File: src/rtl/io_ctrl.sv
// -----------------------------------------------------------------------------
// io_ctrl
//
// Memory-mapped I/O controller that sits beside the data memory on the
// processor bus. It exposes a window of NCH data channels and three interrupt
// control registers. It also raises an interrupt request when it detects an
// edge on bit 0 of any channel input.
//
// Register map (word offsets from BASE):
//   0      PENDING   NCH bits, read / write-1-to-clear
//   1      MASK      NCH bits, read / write
//   2      EDGE_SEL  NCH bits, read / write (1 = rising, 0 = falling)
//   3      reserved  reads 0, writes ignored
//   4+i    channel i read: synchronised entrada[i]; write: saida[i]
//
// Ports:
//   clock      system clock, rising edge
//   reset      asynchronous active-low reset
//   address    processor word address (NBITS-2 bits)
//   wdata      processor write data
//   wren       processor write strobe
//   sel        combinational; address lies inside the register window
//   sel_q      sel delayed one cycle; steers the top-level read mux
//   rdata      registered read data, one cycle after the address
//   entrada    asynchronous channel inputs, channel i at [i*NBITS +: NBITS]
//   saida      registered channel outputs, same packing as entrada
//   interrupt  registered |(PENDING & MASK)
// -----------------------------------------------------------------------------
module io_ctrl #(
    parameter int NBITS   = 8,
    parameter int NCH     = 4,
    parameter int BASE    = 'h38,
    parameter int ARM_CYC = 3
) (
    input  logic                 clock,
    input  logic                 reset,
    input  logic [NBITS-3:0]     address,
    input  logic [NBITS-1:0]     wdata,
    input  logic                 wren,
    output logic                 sel,
    output logic                 sel_q,
    output logic [NBITS-1:0]     rdata,
    input  logic [NCH*NBITS-1:0] entrada,
    output logic [NCH*NBITS-1:0] saida,
    output logic                 interrupt
);

    localparam int AW    = NBITS - 2;
    localparam int NREG  = 4 + NCH;
    localparam int ARM_W = (ARM_CYC < 1) ? 1 : $clog2(ARM_CYC + 1);

    localparam logic [AW-1:0] BASE_A   = AW'(BASE);
    localparam logic [AW-1:0] LAST_A   = AW'(BASE + NREG - 1);
    localparam logic [AW-1:0] OFF_PEND = AW'(0);
    localparam logic [AW-1:0] OFF_MASK = AW'(1);
    localparam logic [AW-1:0] OFF_EDGE = AW'(2);

    // -------------------------------------------------------------------------
    // State
    // -------------------------------------------------------------------------
    logic [NCH*NBITS-1:0] sync1_reg;
    logic [NCH*NBITS-1:0] sync2_reg;
    logic [NCH-1:0]       hist_reg;
    logic [ARM_W-1:0]     arm_reg;
    logic [NCH-1:0]       pending_reg;
    logic [NCH-1:0]       mask_reg;
    logic [NCH-1:0]       edge_sel_reg;
    logic [NCH*NBITS-1:0] saida_reg;
    logic [NBITS-1:0]     rdata_reg;
    logic                 sel_q_reg;
    logic                 interrupt_reg;

    // -------------------------------------------------------------------------
    // Combinational signals
    // -------------------------------------------------------------------------
    logic [AW-1:0]    offset;
    logic             wr_hit;
    logic             wr_pend;
    logic             wr_mask;
    logic             wr_edge;
    logic [NCH-1:0]   wr_ch;
    logic [NCH-1:0]   wr_field;
    logic [NCH-1:0]   ch_bit0;
    logic [NCH-1:0]   rise_evt;
    logic [NCH-1:0]   fall_evt;
    logic [NCH-1:0]   evt;
    logic             armed;
    logic [NCH-1:0]   w1c_bits;
    logic [NCH-1:0]   pending_next;
    logic [NCH-1:0]   mask_next;
    logic [NBITS-1:0] rd_value;
    logic [NBITS-1:0] rdata_next;

    // -------------------------------------------------------------------------
    // Address decode
    // -------------------------------------------------------------------------
    assign sel    = (address >= BASE_A) && (address <= LAST_A);
    assign offset = address - BASE_A;

    // A write only lands when the strobe coincides with a window hit.
    assign wr_hit   = wren & sel;
    assign wr_pend  = wr_hit && (offset == OFF_PEND);
    assign wr_mask  = wr_hit && (offset == OFF_MASK);
    assign wr_edge  = wr_hit && (offset == OFF_EDGE);
    assign wr_field = wdata[NCH-1:0];

    // -------------------------------------------------------------------------
    // Per-channel decode and edge detection
    // -------------------------------------------------------------------------
    genvar gi;
    generate
        for (gi = 0; gi < NCH; gi++) begin : g_ch
            assign wr_ch[gi]    = wr_hit && (offset == AW'(4 + gi));
            assign ch_bit0[gi]  = sync2_reg[gi*NBITS];
            assign rise_evt[gi] =  ch_bit0[gi] & ~hist_reg[gi];
            assign fall_evt[gi] = ~ch_bit0[gi] &  hist_reg[gi];
            // Events only count once the arm counter has expired, so input
            // levels present during reset never look like edges.
            assign evt[gi] = armed & (edge_sel_reg[gi] ? rise_evt[gi] : fall_evt[gi]);
        end
    endgenerate

    assign armed = (arm_reg == '0);

    // -------------------------------------------------------------------------
    // Next-state for PENDING / MASK. A simultaneous set and W1C on the same
    // bit resolves to set, so no event is ever lost.
    // -------------------------------------------------------------------------
    assign w1c_bits     = wr_pend ? wr_field : '0;
    assign pending_next = (pending_reg & ~w1c_bits) | evt;
    assign mask_next    = wr_mask ? wr_field : mask_reg;

    // -------------------------------------------------------------------------
    // Read mux. Reads sample the current register contents, so a read of an
    // address being written in the same cycle returns the old value.
    // -------------------------------------------------------------------------
    always_comb begin
        rd_value = '0;
        if (offset == OFF_PEND) begin
            rd_value[NCH-1:0] = pending_reg;
        end else if (offset == OFF_MASK) begin
            rd_value[NCH-1:0] = mask_reg;
        end else if (offset == OFF_EDGE) begin
            rd_value[NCH-1:0] = edge_sel_reg;
        end
        for (int i = 0; i < NCH; i++) begin
            if (offset == AW'(4 + i)) begin
                rd_value = sync2_reg[i*NBITS +: NBITS];
            end
        end
        rdata_next = sel ? rd_value : '0;
    end

    // -------------------------------------------------------------------------
    // Input synchroniser and edge history
    // -------------------------------------------------------------------------
    always_ff @(posedge clock or negedge reset) begin
        if (!reset) begin
            sync1_reg <= '0;
            sync2_reg <= '0;
            hist_reg  <= '0;
        end else begin
            sync1_reg <= entrada;
            sync2_reg <= sync1_reg;
            // History keeps tracking while disarmed so the first armed cycle
            // compares against a settled value.
            hist_reg  <= ch_bit0;
        end
    end

    // -------------------------------------------------------------------------
    // Arm counter: counts down from ARM_CYC after reset release, then holds 0.
    // -------------------------------------------------------------------------
    always_ff @(posedge clock or negedge reset) begin
        if (!reset) begin
            arm_reg <= ARM_W'(ARM_CYC);
        end else if (!armed) begin
            arm_reg <= arm_reg - ARM_W'(1);
        end
    end

    // -------------------------------------------------------------------------
    // Control registers and interrupt
    // -------------------------------------------------------------------------
    always_ff @(posedge clock or negedge reset) begin
        if (!reset) begin
            pending_reg   <= '0;
            mask_reg      <= '0;
            edge_sel_reg  <= '1;
            interrupt_reg <= 1'b0;
        end else begin
            pending_reg   <= pending_next;
            mask_reg      <= mask_next;
            if (wr_edge) begin
                edge_sel_reg <= wr_field;
            end
            // Built from next-state values so the output always matches
            // the registered PENDING & MASK in the same cycle.
            interrupt_reg <= |(pending_next & mask_next);
        end
    end

    // -------------------------------------------------------------------------
    // Channel outputs
    // -------------------------------------------------------------------------
    always_ff @(posedge clock or negedge reset) begin
        if (!reset) begin
            saida_reg <= '0;
        end else begin
            for (int i = 0; i < NCH; i++) begin
                if (wr_ch[i]) begin
                    saida_reg[i*NBITS +: NBITS] <= wdata;
                end
            end
        end
    end

    // -------------------------------------------------------------------------
    // Read data pipeline, one cycle like the neighbouring memory
    // -------------------------------------------------------------------------
    always_ff @(posedge clock or negedge reset) begin
        if (!reset) begin
            rdata_reg <= '0;
            sel_q_reg <= 1'b0;
        end else begin
            rdata_reg <= rdata_next;
            sel_q_reg <= sel;
        end
    end

    assign sel_q     = sel_q_reg;
    assign rdata     = rdata_reg;
    assign saida     = saida_reg;
    assign interrupt = interrupt_reg;

endmodule

File: config.mk
export PLATFORM = sky130hd
export DESIGN_NAME = io_ctrl
export DESIGN_NICKNAME = d
export VERILOG_FILES = /design/src/rtl/io_ctrl.sv
export SDC_FILE = /design/constraint.sdc
export NUM_CORES = 1
export LEC_CHECK = 0
export ABC_AREA = 1
export CORE_MARGIN = 1
export CORE_UTILIZATION = 27
export CTS_BUF_LIST = sky130_fd_sc_hd__clkbuf_4 sky130_fd_sc_hd__clkbuf_8
export CTS_CLUSTER_DIAMETER = 80
export CTS_CLUSTER_SIZE = 12
export DETAILED_ROUTE_END_ITERATION = 8
export GPL_TIMING_DRIVEN = 1
export PLACE_DENSITY = 0.51
export SLEW_MARGIN = 25
export SYNTH_ARGS = -nofsm -noshare
export SYNTH_HDL_FRONTEND = slang
export SYNTH_SLANG_ARGS = --single-unit
File: constraint.sdc
create_clock -name clock -period 4 [get_ports clock]
set_input_delay 0.4 -clock clock [delete_from_list [all_inputs] [get_ports clock]]
set_output_delay 0.4 -clock clock [all_outputs]
set_load 0.01 [all_outputs]
==> flow_metrics.tcl, run 1 <==
set metrics [dict create \
    status "complete, no violations" \
    synth_fa_ha_area_frac 0.00569 \
    post-route-min-period_ns 2.42 \
    ys_seq_elements 124 \
    insertion_delay_ns 0.44 \
    cts-root-buf "clkbuf_8" \
    p_sw_frac 0.221 \
    postSynthAreaPerCell_sq_um 11.1 \
    hold_viol 0 \
    dr_wl_met2_microns 4570 \
    cts_max_path_buffers 2 \
    synthMuxAreaShare 0 \
    track_usage 0.132 \
    path_max_fanout 8 \
    via_count 3041 \
    numCtsBuffers 17 \
    p_leak_uw 0.00275 \
    drive_above_1_share 0.109 \
    setup_violations 0 \
    cap_viol_max_count 0 \
    slew_headroom 0.444 \
    rsz0062_at_grt "false" \
    synth-xor-area-share 0.00199 \
    die_x_microns 130 \
    ios 92 \
    power_frac_comb 0.065 \
    slew_violations 0 \
    slowest_stage "clkdlybuf4s50_1" \
    clkTransAtPathRegs_ns 0.07 \
    synth_seq_area_share 0.707 \
    die-area_sq_um 16800 \
    core_area_sq_um 15900 \
    start_kind "input port" \
    worst_slack_ns 1.58 \
    yosysMostFrequentCell "dfrtp_1" \
    drt_iter0_markers 160 \
    gp_congestion 0.799 \
    cts_tree "yes" \
    fp-row-count 46 \
    dr.pass1.iters 4 \
    cts_resized 0 \
    synthTopCellsByArea "dfrtp_1 (67%), nand2_1 (7.8%), o21ai_0 (4.2%)" \
    peakVddDrop_mv 0.216 \
    wl_per_cell_microns 13.6 \
    grt_pass1_vias 3145 \
    place_ws_ns 1.17 \
    p_seq_frac 0.487 \
    dr.max_layer_used "met4" \
    final_cell_count_no_fill 729 \
    yosys_warnings 0 \
    critical-path-max-stage-delay_ns 0.59 \
    synthCells 398 \
    synth_ff_type "dfrtp_1" \
    wl_met1_microns 4750 \
    fp.dieH_microns 130 \
    crit_type "input port to output port" \
    area_delta_synth_final_pct 36.5 \
    cts.sinks 124 \
    synth_edf_count 0 \
    layout.nets 552 \
    synthesis.nets 449 \
    crit_top_cell "clkdlybuf4s50_1" \
    cp.required_ns 3.60 \
    hpwlAfterDp_microns 7110 \
    synth-compound-area-share 0.0700 \
    start_util 0.277 \
    worstMarginPinSlew_ns 0.834 \
    internal-power_uw 2120 \
    grt_pass1_wl_microns 16300 \
    hold_buffers 0 \
    port-buffer-count 91 \
    globalRouteOverflowTotal 0 \
    grt_max_degree 66 \
    min_period_over_period 0.605 \
    cp-end-kind "output port" \
    worst_hold_slack_ns 0.0707 \
    asyncSetResetFlopFracSynth 1.00 \
    setup_tns_ns 0 \
    postCtsSetupBuffers 0 \
    via_per_inst 4.17 \
    ant_nets 0 \
    syn-cell-area_sq_um 4400 \
    worstPathCellList "clkdlybuf4s50_1, nand3_2, inv_1, clkdlybuf4s50_1" \
    antenna_cells 0 \
    synth_area_leader_cell "dfrtp_1" \
    arrival_ns 2.02 \
    routed_wl_microns 9940 \
    ff2ff_setup_slack_ns 2.58 \
    synth_top_family_by_area "simple AND/OR/NAND/NOR gates" \
    synth_top_area_frac 0.671 \
    synth_common_cells "dfrtp_1 (118), nand2_1 (91), inv_1 (43), o21ai_0 (37), nand3_1 (18)" \
    clockPowerShare 0.448 \
    switchingPower_uw 601 \
    hp-class "input port to asynchronous set/reset pin" \
    cts_htree_levels 4 \
    antenna_found_initial 0 \
    dr_wl_met3_microns 530 \
    power.density_nw_per_um2 453 \
    dp_cells 698 \
    n_fill_cell 1567 \
    drc 0 \
    finClkSkew_ns 0.00752 \
    synthSimpleGateAreaFrac 0.167 \
    synthDistinctLibCells 24 \
    max_freq_mhz 413 \
]
## cell usage in the layout (no fill, tap or decap), drive strengths merged
cell type	count
nand4	11
o21bai	1
nand3	21
nand2	97
inv	47
clkdlybuf4s50	90
nor2	18
xnor2	1
dfrtp	118
ha	2
nand3b	4
clkbuf	21
clkinvlp	2
a21oi	7
o21ai	53
nor3	5
bufinv	4
buf	2
clkinv	3
dfstp	6
## path summary, 6_finish.rpt
path	endpoint	start	cells past startpoint
max	sel	address[3]	4
min	saida[6]$_DFFE_PN0P_	reset	1
max reg2reg	interrupt$_DFF_PN0_	arm_reg[0]$_DFFE_PN1N_	8
min reg2reg	sync2_reg[10]$_DFF_PN0_	sync1_reg[10]$_DFF_PN0_	0
max in group asynchronous	sync2_reg[25]$_DFF_PN0_	reset	2
min in group clock	sync2_reg[10]$_DFF_PN0_	sync1_reg[10]$_DFF_PN0_	0
## cells by family (layout without fill, tap and decap cells)
logic type	count (synthesis)	after routing
DFF	124	124
adders and majority gates	2	2
AOI/OAI and AO/OA	61	61
buffers and inverters	54	169
and+or+nand+nor	156	156
xor gates and xnor gates	1	1
## power groups by stage
stage	logic [uW]	registers [uW]	clock network, uW
2_1_floorplan	53.0	1350	0
3_3_place_gp	177	1350	0
3_5_place_dp	180	1350	0
4_1_cts	181	1330	1260
5_1_grt	197	1330	1330
6_report	176	1330	1220
## per-layer routing
layer  global-route usage  vias up
met2                0.195       90
met1                0.179     1457
met5                    0        -
met4               0.0492        0
li1                     -     1488
met3               0.0434        6
## through the flow
step	power, uW	instance area, sq um	util
after detailed placement	1530	5560	0.350
final	2720	6000	0.378
after global placement	1530	5560	0.350
after CTS	2770	6000	0.378
after global routing	2850	6000	0.378
after floorplan	1400	4400	-
## layout make-up
cell class / instances / area, sq um / share of cell area
timing repair buffer: 92 / 928 / 0.155
clock buffer: 21 / 283 / 0.0471
multi-input combinational: 220 / 1080 / 0.179
sequential: 124 / 3110 / 0.518
clock inverter: 10 / 163 / 0.0271
tap: 216 / 270 / 0.0450
inverter: 46 / 173 / 0.0288
## critical path: cells and delay by family
kind	cells	cell delay, ns
buffers and inverters	3	1.43
and+or+nand+nor	1	0.19
Power figures use the tool's default switching activity.
==> run 2: changes to the inputs <==
==> constraint.sdc (replaced) <==
create_clock -name clock -period 2.4 [get_ports clock]
set_input_delay 0.24 -clock clock [delete_from_list [all_inputs] [get_ports clock]]
set_output_delay 0.24 -clock clock [all_outputs]
set_load 0.01 [all_outputs]
==> run 2 against run 1 <==
Combinational power is 73% higher; die area stayed put; critical path depth is 1 higher; power grew 51%; worst hold slack improved by 0.16 ns; design area fell by 0.54%; via count is essentially flat; critical path type unchanged; critical endpoint unchanged; largest cell class unchanged.
==> flow_metrics.tcl, run 2 (synthesis results as in run 1) <==
set metrics [dict create \
    status "complete, no violations" \
    cap_viol_max_count 0 \
    fp.dieH_microns 130 \
    worst_slack_ns 0.397 \
    cts_resized 0 \
    slew_headroom 0.692 \
    dr.pass1.iters 4 \
    grt_pass1_wl_microns 16800 \
    slew_violations 0 \
    min_period_over_period 0.835 \
    clkTransAtPathRegs_ns 0.08 \
    via_per_inst 4.12 \
    dpl-instance-area_sq_um 5610 \
    grt_max_degree 50 \
    final_util 0.376 \
    hold_buffers 1 \
    hold_viol 0 \
    p_leak_uw 0.00273 \
    worstPathCellList "clkdlybuf4s50_1, buf_4, nand3_2, inv_1, clkdlybuf4s50_1" \
    routed_wl_microns 10200 \
    cts-root-buf "clkbuf_8" \
    wl_per_cell_microns 13.8 \
    hp-class "input port to register" \
    finalInstanceArea_sq_um 5970 \
    critical_path_buf_inv_count 4 \
    drt_iter0_markers 97 \
    final_common_cell "dfrtp_1" \
    cts_tree "yes" \
    grt_pass1_vias 3125 \
    place_ws_ns 0.235 \
    rsz0062_at_grt "false" \
    cp.required_ns 2.16 \
    power_uw 4110 \
    drc 0 \
    numCtsBuffers 17 \
    port-buffer-count 91 \
    core_area_sq_um 15900 \
    max_freq_mhz 499 \
    setup_tns_ns 0 \
    cp-end-kind "output port" \
    arrival_ns 1.76 \
    antenna_found_initial 0 \
    slowest_stage "clkdlybuf4s50_1" \
    die-area_sq_um 16800 \
    via_count 3040 \
    hpwlAfterDp_microns 7320 \
    setup_violations 0 \
    track_usage 0.136 \
    antenna_cells 0 \
    layout.nets 560 \
    insertion_delay_ns 0.44 \
    worstMarginPinSlew_ns 0.461 \
    crit_top_cell "clkdlybuf4s50_1" \
    fp-row-count 46 \
    cts_max_path_buffers 2 \
    critical-path-max-stage-delay_ns 0.54 \
    area_delta_synth_final_pct 35.8 \
    start_kind "input port" \
    peakVddDrop_mv 0.355 \
    drive_above_1_share 0.123 \
    cts.sinks 124 \
    crit_type "input port to output port" \
    gp_congestion 0.752 \
    die_x_microns 130 \
    power.density_nw_per_um2 688 \
    ant_nets 0 \
    path_max_fanout 4 \
    start_util 0.277 \
    ios 92 \
    cts_htree_levels 4 \
    finClkSkew_ns 0.00882 \
    post-route-min-period_ns 2.00 \
    postCtsSetupBuffers 0 \
    final_cell_mix "dfrtp_1 (118), nand2_1 (91), clkdlybuf4s50_1 (90)" \
    globalRouteOverflowTotal 0 \
    cp_top_family "buffers and inverters" \
]
## run 2: worst paths after layout
check | from | end | slack (ns) | depth (start not counted)
min reg2reg | sync1_reg[23]$_DFF_PN0_ | sync2_reg[23]$_DFF_PN0_ | 0.35 | 0
max in group asynchronous | reset | sync2_reg[11]$_DFF_PN0_ | 1.41 | 3
max | address[3] | sel | 0.40 | 5
min | entrada[22] | sync1_reg[22]$_DFF_PN0_ | 0.23 | 1
min in group asynchronous | reset | saida[26]$_DFFE_PN0P_ | 0.30 | 2
max reg2reg | arm_reg[0]$_DFFE_PN1N_ | interrupt$_DFF_PN0_ | 0.98 | 8
## run 2: report_power, final
part,internal (uW),leakage [uW],switching (uW),total (uW)
sequential,2170,0.00153,35.9,2210
clock,752,0.000164,842,1590
combinational,149,0.00104,155,304
total,3080,0.00273,1030,4110
## run 2: final cells by class
type	instances	area, sq um
fill	1601	9910
clock buffer	19	255
timing repair buffer	100	991
clock inverter	13	95.1
inverter	46	173
multi-input combinational	220	1080
tap	216	270
sequential	124	3110
## run 2: layer usage
layer,vias to the layer above,routed length (microns),track usage
li1,1503,-,-
met1,1432,4790,0.183
met2,93,4670,0.203
met3,12,580,0.0458
met4,0,107,0.0534
met5,-,0,0
## run 2: worst register-to-register path, cell delays in order, from the launching register on
cell	delay, ns
dfstp_2	0.54
inv_1	0.04
ha_1	0.28
nand3b_1	0.13
nand2_1	0.10
nand2_1	0.07
nand2_1	0.04
inv_1	0.05
nand2_1	0.05
## run 2: stage by stage
step	cells	hold slack, ns
after global routing	738	0.184
final	738	0.230
after global placement	705	0.229
after detailed placement	705	0.227
after CTS	738	0.188
after floorplan	398	-0.0556
